<file path="src/rtl/vec_seq_pkg.sv">
// Shared types and helpers for the vector sequencer.
// Holds the FSM state enum, default sizes and the tail-mask helper.
package vec_seq_pkg;

  localparam int LANES_D     = 4;
  localparam int MAX_ELEMS_D = 32;

  typedef enum logic [1:0] {
    IDLE = 2'd0,
    RUN  = 2'd1,
    DONE = 2'd2
  } vseq_state_t;

  // Lane mask of the final group: all ones unless len leaves a remainder.
  function automatic logic [31:0] last_mask(
    input int unsigned len,
    input int unsigned lanes
  );
    int unsigned r;
    r = len % lanes;
    if (r == 0) return '1;
    return (32'd1 << r) - 32'd1;
  endfunction

endpackage

</file>
<file path="src/rtl/vec_seq_ctrl_if.sv">
// Handshake bundle between the Execute stage and the vector sequencer.
// master: stage side drives start/is_mem/vlen/mem_ready/flush; slave: sequencer.
interface vec_seq_ctrl_if #(
  parameter int LANES     = 4,
  parameter int MAX_ELEMS = 32
);
  localparam int LW = $clog2(MAX_ELEMS + 1);
  localparam int GW = $clog2(MAX_ELEMS / LANES);

  logic             start_i;
  logic             is_mem_i;
  logic [LW-1:0]    vlen_i;
  logic             mem_ready_i;
  logic             flush_i;
  logic             stall_o;
  logic [GW-1:0]    grp_o;
  logic [LANES-1:0] lane_en_o;
  logic             grp_we_o;
  logic             busy_o;
  logic             done_o;

  modport master (
    output start_i, is_mem_i, vlen_i, mem_ready_i, flush_i,
    input  stall_o, grp_o, lane_en_o, grp_we_o, busy_o, done_o
  );

  modport slave (
    input  start_i, is_mem_i, vlen_i, mem_ready_i, flush_i,
    output stall_o, grp_o, lane_en_o, grp_we_o, busy_o, done_o
  );
endinterface

</file>
<file path="src/rtl/vseq_lane_mask.sv">
// Per-lane enable for the current group plus last-group detect.
// Ports: run_i, cnt_i (group counter), ngrp_i (G), rem_i (r); lane_en_o, last_o.
module vseq_lane_mask
  import vec_seq_pkg::*;
#(
  parameter int LANES = LANES_D,
  parameter int CW    = 3,
  parameter int LW    = 6
) (
  input  logic             run_i,
  input  logic [CW-1:0]    cnt_i,
  input  logic [LW-1:0]    ngrp_i,
  input  logic [LW-1:0]    rem_i,
  output logic [LANES-1:0] lane_en_o,
  output logic             last_o
);

  logic [31:0] tail;

  assign last_o = (LW'(cnt_i) == ngrp_i - LW'(1));
  assign tail   = last_mask(32'(rem_i), LANES);

  generate
    if (LANES < 32) begin : g_unused
      logic unused_tail;
      assign unused_tail = ^tail[31:LANES];
    end
  endgenerate

  always_comb begin
    lane_en_o = '0;
    if (run_i) lane_en_o = last_o ? tail[LANES-1:0] : '1;
  end

endmodule

</file>
<file path="src/rtl/vec_seq_ctrl.sv">
// Execute-stage vector sequencer: steps a vector op through lane groups.
// Ports: clk, rst_n, bus (vec_seq_ctrl_if.slave). Option: VSEQ_MEMWAIT_EN.
module vec_seq_ctrl
  import vec_seq_pkg::*;
#(
  parameter int LANES     = LANES_D,
  parameter int MAX_ELEMS = MAX_ELEMS_D
) (
  input logic           clk,
  input logic           rst_n,
  vec_seq_ctrl_if.slave bus
);

  localparam int LW = $clog2(MAX_ELEMS + 1);
  localparam int GW = $clog2(MAX_ELEMS / LANES);
  localparam int LG = $clog2(LANES);

  vseq_state_t   state_q, state_d;
  logic [GW-1:0] cnt_q, cnt_d;
  logic [LW-1:0] len_q, len_d;

  logic [LW-1:0] vlen_c;
  logic [LW:0]   ngrp_w;
  logic [LW-1:0] ngrp;
  logic [LW-1:0] rem;
  logic          last;
  logic          run;
  logic          adv;
  logic          stall, we, done;
  logic [GW-1:0] grp;

  assign vlen_c = (bus.vlen_i > LW'(MAX_ELEMS)) ? LW'(MAX_ELEMS)
                                                 : bus.vlen_i;
  assign ngrp_w = (LW+1)'(len_q) + (LW+1)'(LANES - 1);
  assign ngrp   = LW'(ngrp_w >> LG);
  assign rem    = len_q & LW'(LANES - 1);
  assign run    = (state_q == RUN);

`ifdef VSEQ_MEMWAIT_EN
  assign adv = !bus.is_mem_i || bus.mem_ready_i;
`else
  logic unused_mem;
  assign unused_mem = bus.is_mem_i ^ bus.mem_ready_i;
  assign adv = 1'b1;
`endif

  vseq_lane_mask #(
    .LANES (LANES),
    .CW    (GW),
    .LW    (LW)
  ) u_mask (
    .run_i     (run),
    .cnt_i     (cnt_q),
    .ngrp_i    (ngrp),
    .rem_i     (rem),
    .lane_en_o (bus.lane_en_o),
    .last_o    (last)
  );

  always_ff @(posedge clk or negedge rst_n) begin
    if (!rst_n) begin
      state_q <= IDLE;
      cnt_q   <= '0;
      len_q   <= '0;
    end else begin
      state_q <= state_d;
      cnt_q   <= cnt_d;
      len_q   <= len_d;
    end
  end

  always_comb begin
    state_d = state_q;
    cnt_d   = cnt_q;
    len_d   = len_q;
    stall   = 1'b0;
    we      = 1'b0;
    done    = 1'b0;
    grp     = '0;
    case (state_q)
      IDLE: begin
        if (bus.start_i) begin
          len_d   = vlen_c;
          cnt_d   = '0;
          stall   = 1'b1;
          state_d = (vlen_c == '0) ? DONE : RUN;
        end
      end
      RUN: begin
        stall = 1'b1;
        grp   = cnt_q;
        if (adv) begin
          we = 1'b1;
          if (last) begin
            cnt_d   = '0;
            state_d = DONE;
          end else begin
            cnt_d = cnt_q + GW'(1);
          end
        end
      end
      DONE: begin
        done    = 1'b1;
        state_d = IDLE;
      end
      default: state_d = IDLE;
    endcase
    // Abort wins over everything, including a start in the same cycle.
    if (bus.flush_i) begin
      state_d = IDLE;
      cnt_d   = '0;
      len_d   = len_q;
      stall   = 1'b0;
      we      = 1'b0;
      done    = 1'b0;
    end
  end

  assign bus.stall_o  = stall;
  assign bus.grp_we_o = we;
  assign bus.done_o   = done;
  assign bus.grp_o    = grp;
  assign bus.busy_o   = run;

endmodule

</file>
<file path="src/flat_wrapper.sv">
// flat-port wrapper written by rule: the top's interface ports become plain ports
module vec_seq_ctrl_flat import vec_seq_pkg::*;
#(
  parameter int LANES     = LANES_D,
  parameter int MAX_ELEMS = MAX_ELEMS_D
)
  (clk, rst_n, bus_start_i, bus_is_mem_i, bus_vlen_i, bus_mem_ready_i, bus_flush_i, bus_stall_o, bus_grp_o, bus_lane_en_o, bus_grp_we_o, bus_busy_o, bus_done_o);
  vec_seq_ctrl_if #(.LANES(LANES), .MAX_ELEMS(MAX_ELEMS)) bus_i ();
  input logic clk;
  input logic rst_n;
  input wire logic [$bits(bus_i.start_i)-1:0] bus_start_i;
  input wire logic [$bits(bus_i.is_mem_i)-1:0] bus_is_mem_i;
  input wire logic [$bits(bus_i.vlen_i)-1:0] bus_vlen_i;
  input wire logic [$bits(bus_i.mem_ready_i)-1:0] bus_mem_ready_i;
  input wire logic [$bits(bus_i.flush_i)-1:0] bus_flush_i;
  output wire logic [$bits(bus_i.stall_o)-1:0] bus_stall_o;
  output wire logic [$bits(bus_i.grp_o)-1:0] bus_grp_o;
  output wire logic [$bits(bus_i.lane_en_o)-1:0] bus_lane_en_o;
  output wire logic [$bits(bus_i.grp_we_o)-1:0] bus_grp_we_o;
  output wire logic [$bits(bus_i.busy_o)-1:0] bus_busy_o;
  output wire logic [$bits(bus_i.done_o)-1:0] bus_done_o;
  assign bus_i.start_i = bus_start_i;
  assign bus_i.is_mem_i = bus_is_mem_i;
  assign bus_i.vlen_i = bus_vlen_i;
  assign bus_i.mem_ready_i = bus_mem_ready_i;
  assign bus_i.flush_i = bus_flush_i;
  assign bus_stall_o = bus_i.stall_o;
  assign bus_grp_o = bus_i.grp_o;
  assign bus_lane_en_o = bus_i.lane_en_o;
  assign bus_grp_we_o = bus_i.grp_we_o;
  assign bus_busy_o = bus_i.busy_o;
  assign bus_done_o = bus_i.done_o;
  vec_seq_ctrl #(.LANES(LANES), .MAX_ELEMS(MAX_ELEMS)) u_core (.clk(clk), .rst_n(rst_n), .bus(bus_i));
endmodule
</file>
<file path="config.mk">
export PLATFORM = sky130hd
export DESIGN_NAME = vec_seq_ctrl_flat
export DESIGN_NICKNAME = d
export VERILOG_FILES = /design/src/rtl/vec_seq_pkg.sv /design/src/rtl/vec_seq_ctrl_if.sv /design/src/rtl/vseq_lane_mask.sv /design/src/rtl/vec_seq_ctrl.sv /design/src/flat_wrapper.sv
export SDC_FILE = /design/constraint.sdc
export NUM_CORES = 1
export LEC_CHECK = 0
export ABC_AREA = 1
export BUFFER_PORTS_ARGS = -buffer_cell sky130_fd_sc_hd__clkbuf_2
export CORE_AREA = 2 2 53 55
export DETAILED_ROUTE_END_ITERATION = 8
export DIE_AREA = 0 0 55 57
export HOLD_SLACK_MARGIN = 0.06
export MAX_ROUTING_LAYER = met4
export RECOVER_POWER = 50
export SLEW_MARGIN = 30
export SYNTH_ARGS = -nofsm -noshare
export SYNTH_HDL_FRONTEND = slang
export SYNTH_SLANG_ARGS = --single-unit
</file>
<file path="constraint.sdc">
create_clock -name clk -period 1.9 [get_ports clk]
set_input_delay 0.095 -clock clk [delete_from_list [all_inputs] [get_ports clk]]
set_output_delay 0.095 -clock clk [all_outputs]
set_load 0.02 [all_outputs]
</file>
==> impl_summary.md <==
Placement
The number of cells after detailed placement is around 200. Routability-driven placement finished with a final weighted congestion of 0.779. After detailed placement, the total cell area comes to roughly 1200 um2.

The detailed placement HPWL is 1.93 mm. The number of I/O port buffers is 20.

Floorplan
The die is 57 um tall. The floorplan has 19 rows. The width of the chip is 55 um. The initial utilization of the core area, before any placement, comes to 37.4%.

The core region is roughly 2600 um2. The die covers around 3100 um2. For this design the top-level I/O count stands at 23.

Status
The final reports fail on negative setup slack. The flow ran to the end, but the final reports show violations.

Worst setup path
Walking the worst path, the cells encountered are inv_2 -> ha_4 -> xor2_4 -> ha_4 -> xnor2_1 -> nor2_2 -> nand2_2 -> nor2_4 -> nand2_4 -> o21ai_2 -> inv_2 -> buf_8. The sort of element at the start of the critical path is a register. STA puts the critical path data required time at ~1.8 ns.

On the worst path, the slowest cell contributes a delay of 0.39 ns. Broken down by cell family, the worst path's largest delay share belongs to adder cells. The cell type of the slowest stage on the worst timing path is sky130_fd_sc_hd__dfrtp_1. The arrival time of data at the critical path endpoint is 2.11 ns. The largest fanout on the critical path is 3. The type of element capturing the critical path is a primary output. Together, buffers and inverters on the worst path number 3. The critical path class is register to primary output.

Global routing
The global-route met3 utilization is 2.36%. The total congestion overflow after global routing is 0. The wire length of the first global-routing pass is 4.27 mm. Global routing used 33.5% of the available met2 tracks.

The initial antenna violation count is 0. For met1 alone, demand over resource in global routing was a little over a fifth. Entering global routing, the biggest net connects 12 pins. The global-route usage over all layers is approximately a fifth. The routing layer with the top usage in global route is met2.

The via count of the first global-routing pass is 1039.

Route
Using the TritonRoute via totals, the vias-per-cell ratio works out to a little under 5. The first routing iteration left 10 violations. Before antenna repair, the detailed router went through 4 iterations. The total wire length is 2.40 mm. The number of nets still failing antenna checks after routing is 0. The detail-routed net length per standard cell is 11.4 um. Across all layers, the routed design uses 1009 vias. After detailed routing, the number of remaining DRC violations is 0.

STA
Across all setup checks in the final design, the least slack found is -0.307 ns. The number of setup violations in the final report is 8. The final hold violation count is 0. The transition time of the tightest slew-check pin is 0.643 ns.

The post-route worst hold slack is 0.0777 ns. The clock skew after layout is 0.000336 ns. Setup repair after global routing could not meet its margin everywhere. Dividing the final minimum period by the clock period gives 116%. Measured against its own limit, the worst slew margin works out to 57.2%.

The shortest period the worst path allows is 2.21 ns. The sum of negative setup slack is -0.916 ns. The max-slew violation count is 0. The fmax is about 450 MHz.

Clock network
TritonCTS built the clock tree. The number of sinks handled by clock tree synthesis is 11. For the worst-skew pair, the clock arrives at the later sink with an insertion delay of between 0.2 and 0.3 ns.

Clock-pin slew was measured on the worst setup and hold paths at 0.07 ns. CTS placed an instance of sky130_fd_sc_hd__clkbuf_4 at the clock tree root. The worst-case clock buffer depth is 2.

The maximum level of the CTS H-tree is 1. The number of buffers created by CTS is 3.

Layout
The sequential cell area in the final layout is approximately 280 um2. The final instance count without filler cells is 210. 0 antenna diodes ended up in the layout.

The number of filler cells placed in the layout is 271. At the end of the flow, the number of nets in the layout was 197. The total area of multi-input combinational cells is 671 um2. The proportion of layout cells with a drive suffix above 1 is 41.9%.

The layout overhead on the synthesized area is 38.4%. The finished cells cover 1350 um2.

Logic synthesis
In the synthesized netlist the async set-or-reset flop fraction comes to 100%. A synthesized cell averages between 6 and 7 um2. In the synthesized netlist the dominant register cell turns out to be sky130_fd_sc_hd__dfrtp_1.

The register area share after synthesis is 28.1%. The synthesized netlist net count is 159. Yosys attributes the largest share of cell area to sky130_fd_sc_hd__dfrtp_1, sky130_fd_sc_hd__nand2_1, sky130_fd_sc_hd__inv_1, sky130_fd_sc_hd__ha_1, sky130_fd_sc_hd__nand3_1. In this run, synthesis inferred 0 flip-flops with an integrated enable. The number of warnings printed during yosys synthesis is 0. The total of flip-flops plus latches after synthesis is 11. The number of instances in the synthesized netlist is between 100 and 150.

After synthesis the cells add up to 978 um2. Counting distinct cell types in the post-synthesis netlist gives 24. The area share of the leading cell type in the synthesized netlist is 28.1%. The cell type contributing the most total cell area after synthesis is sky130_fd_sc_hd__dfrtp_1.

Power
The design draws 2.42 mW. The analysis attributes to cell leakage a power of 0.696 nW. Dividing total power by cell area gives a power density of between 1500 and 2000 nW/um2.

The largest vdd supply drop is 941 uV.

Job
Max-cap violations in this run came to 0.

Hold path
The tightest min-delay check is of the input port to register type.
cell usage in the layout (no fill, tap or decap), types with 3 or more instances in the layout:
cell type	instances
sky130_fd_sc_hd__inv_2	6
sky130_fd_sc_hd__o21ai_0	7
sky130_fd_sc_hd__nor2_1	14
sky130_fd_sc_hd__ha_1	3
sky130_fd_sc_hd__o21ai_2	3
sky130_fd_sc_hd__nand2_1	31
sky130_fd_sc_hd__clkbuf_4	3
sky130_fd_sc_hd__nand2_2	10
sky130_fd_sc_hd__inv_1	18
sky130_fd_sc_hd__dfrtp_1	10
sky130_fd_sc_hd__nand3_2	5
sky130_fd_sc_hd__buf_4	13
sky130_fd_sc_hd__clkbuf_2	15
sky130_fd_sc_hd__nand4_1	3
sky130_fd_sc_hd__nand3_1	8
sky130_fd_sc_hd__nor2_2	4
sky130_fd_sc_hd__clkbuf_1	3
Yosys cell counts (2+ instances only):
cell                       n
sky130_fd_sc_hd__nand2_4   2
sky130_fd_sc_hd__o21ai_0   7
sky130_fd_sc_hd__inv_1    20
sky130_fd_sc_hd__ha_1      5
sky130_fd_sc_hd__o21ai_2   2
sky130_fd_sc_hd__buf_4     2
sky130_fd_sc_hd__a21oi_1   2
sky130_fd_sc_hd__dfrtp_1  11
sky130_fd_sc_hd__nand3_1  11
sky130_fd_sc_hd__a21oi_2   2
sky130_fd_sc_hd__nor2_2    4
sky130_fd_sc_hd__nand4_1   3
sky130_fd_sc_hd__nand3_2   2
sky130_fd_sc_hd__nand2_1  35
sky130_fd_sc_hd__nand2_2   7
sky130_fd_sc_hd__xor2_1    2
sky130_fd_sc_hd__nor2_1   14
sky130_fd_sc_hd__inv_2     5
registers in the layout (all words and copies together), names as in the netlist:
name and flops:
u_core.len_q 6, u_core.state_q 2, u_core.cnt_q 3
metal layers:
layer | vias up | wire, um
li1 | 515 | -
met1 | 481 | 911
met2 | 9 | 1410
met3 | 4 | 33
met4 | 0 | 50
met5 | - | 0
cell type report:
type	instances	share of cell area (%)
multi-input combinational	103	49.5
tap	31	2.87
inverter	25	7.12
timing repair buffer	36	18.1
clock buffer	4	1.94
sequential	11	20.4
report_power, final:
part	switching, mW	internal [mW]	total (mW)	leakage, nW
Sequential	0.103	0.317	0.420	0.142
Clock	0.0761	0.0811	0.157	0.0150
Combinational	1.05	0.799	1.84	0.539
final timing paths:
path	endpoint	slack (ns)	depth (start not counted)	from
worst max register to register	u_core.state_q[1]	-0.04	13	u_core.len_q[1]
max in group asynchronous	u_core.len_q[2]	1.09	2	rst_n
worst min register to register	u_core.state_q[0]	0.59	3	u_core.state_q[0]
worst min-delay path	u_core.len_q[4]	0.08	3	bus_vlen_i[4]
worst max-delay path	bus_lane_en_o[3]	-0.31	12	u_core.len_q[1]
min in group asynchronous	u_core.len_q[3]	0.37	2	rst_n
worst min-delay path: cells and delay by family:
kind                   cells  cell delay [ns]
AND/OR/NAND/NOR            1             0.05
AO/OA/AOI/OAI              1             0.06
buffers and inverters      1             0.09
through the flow:
step | worst slack (ns) | utilization (%)
6_report | -0.307 | 51.8
5_1_grt | -0.437 | 51.8
4_1_cts | -0.304 | 50.4
3_5_place_dp | -0.130 | 45.8
3_3_place_gp | -0.0705 | 45.8
2_1_floorplan | 0.0230 | -
what timing repair did:
item | 4_1_cts | 5_1_grt
hold buffers | 2 | 0
endpoints found under the hold margin | 12 | 0
pin swaps | 4 | 8
gates resized for setup | 12 | 8
setup buffers | 2 | 1
endpoints found under the setup margin | 8 | 8
logic make-up after synthesis:
group	synth area share, %
XOR/XNOR	4.35
flip-flops	28.1
buffers and inverters	12.3
adder cells (fa/ha/maj)	6.39
AO/OA/AOI/OAI	8.70
AND/OR/NAND/NOR	40.2
No activity file was read; power rests on OpenSTA's default activity.
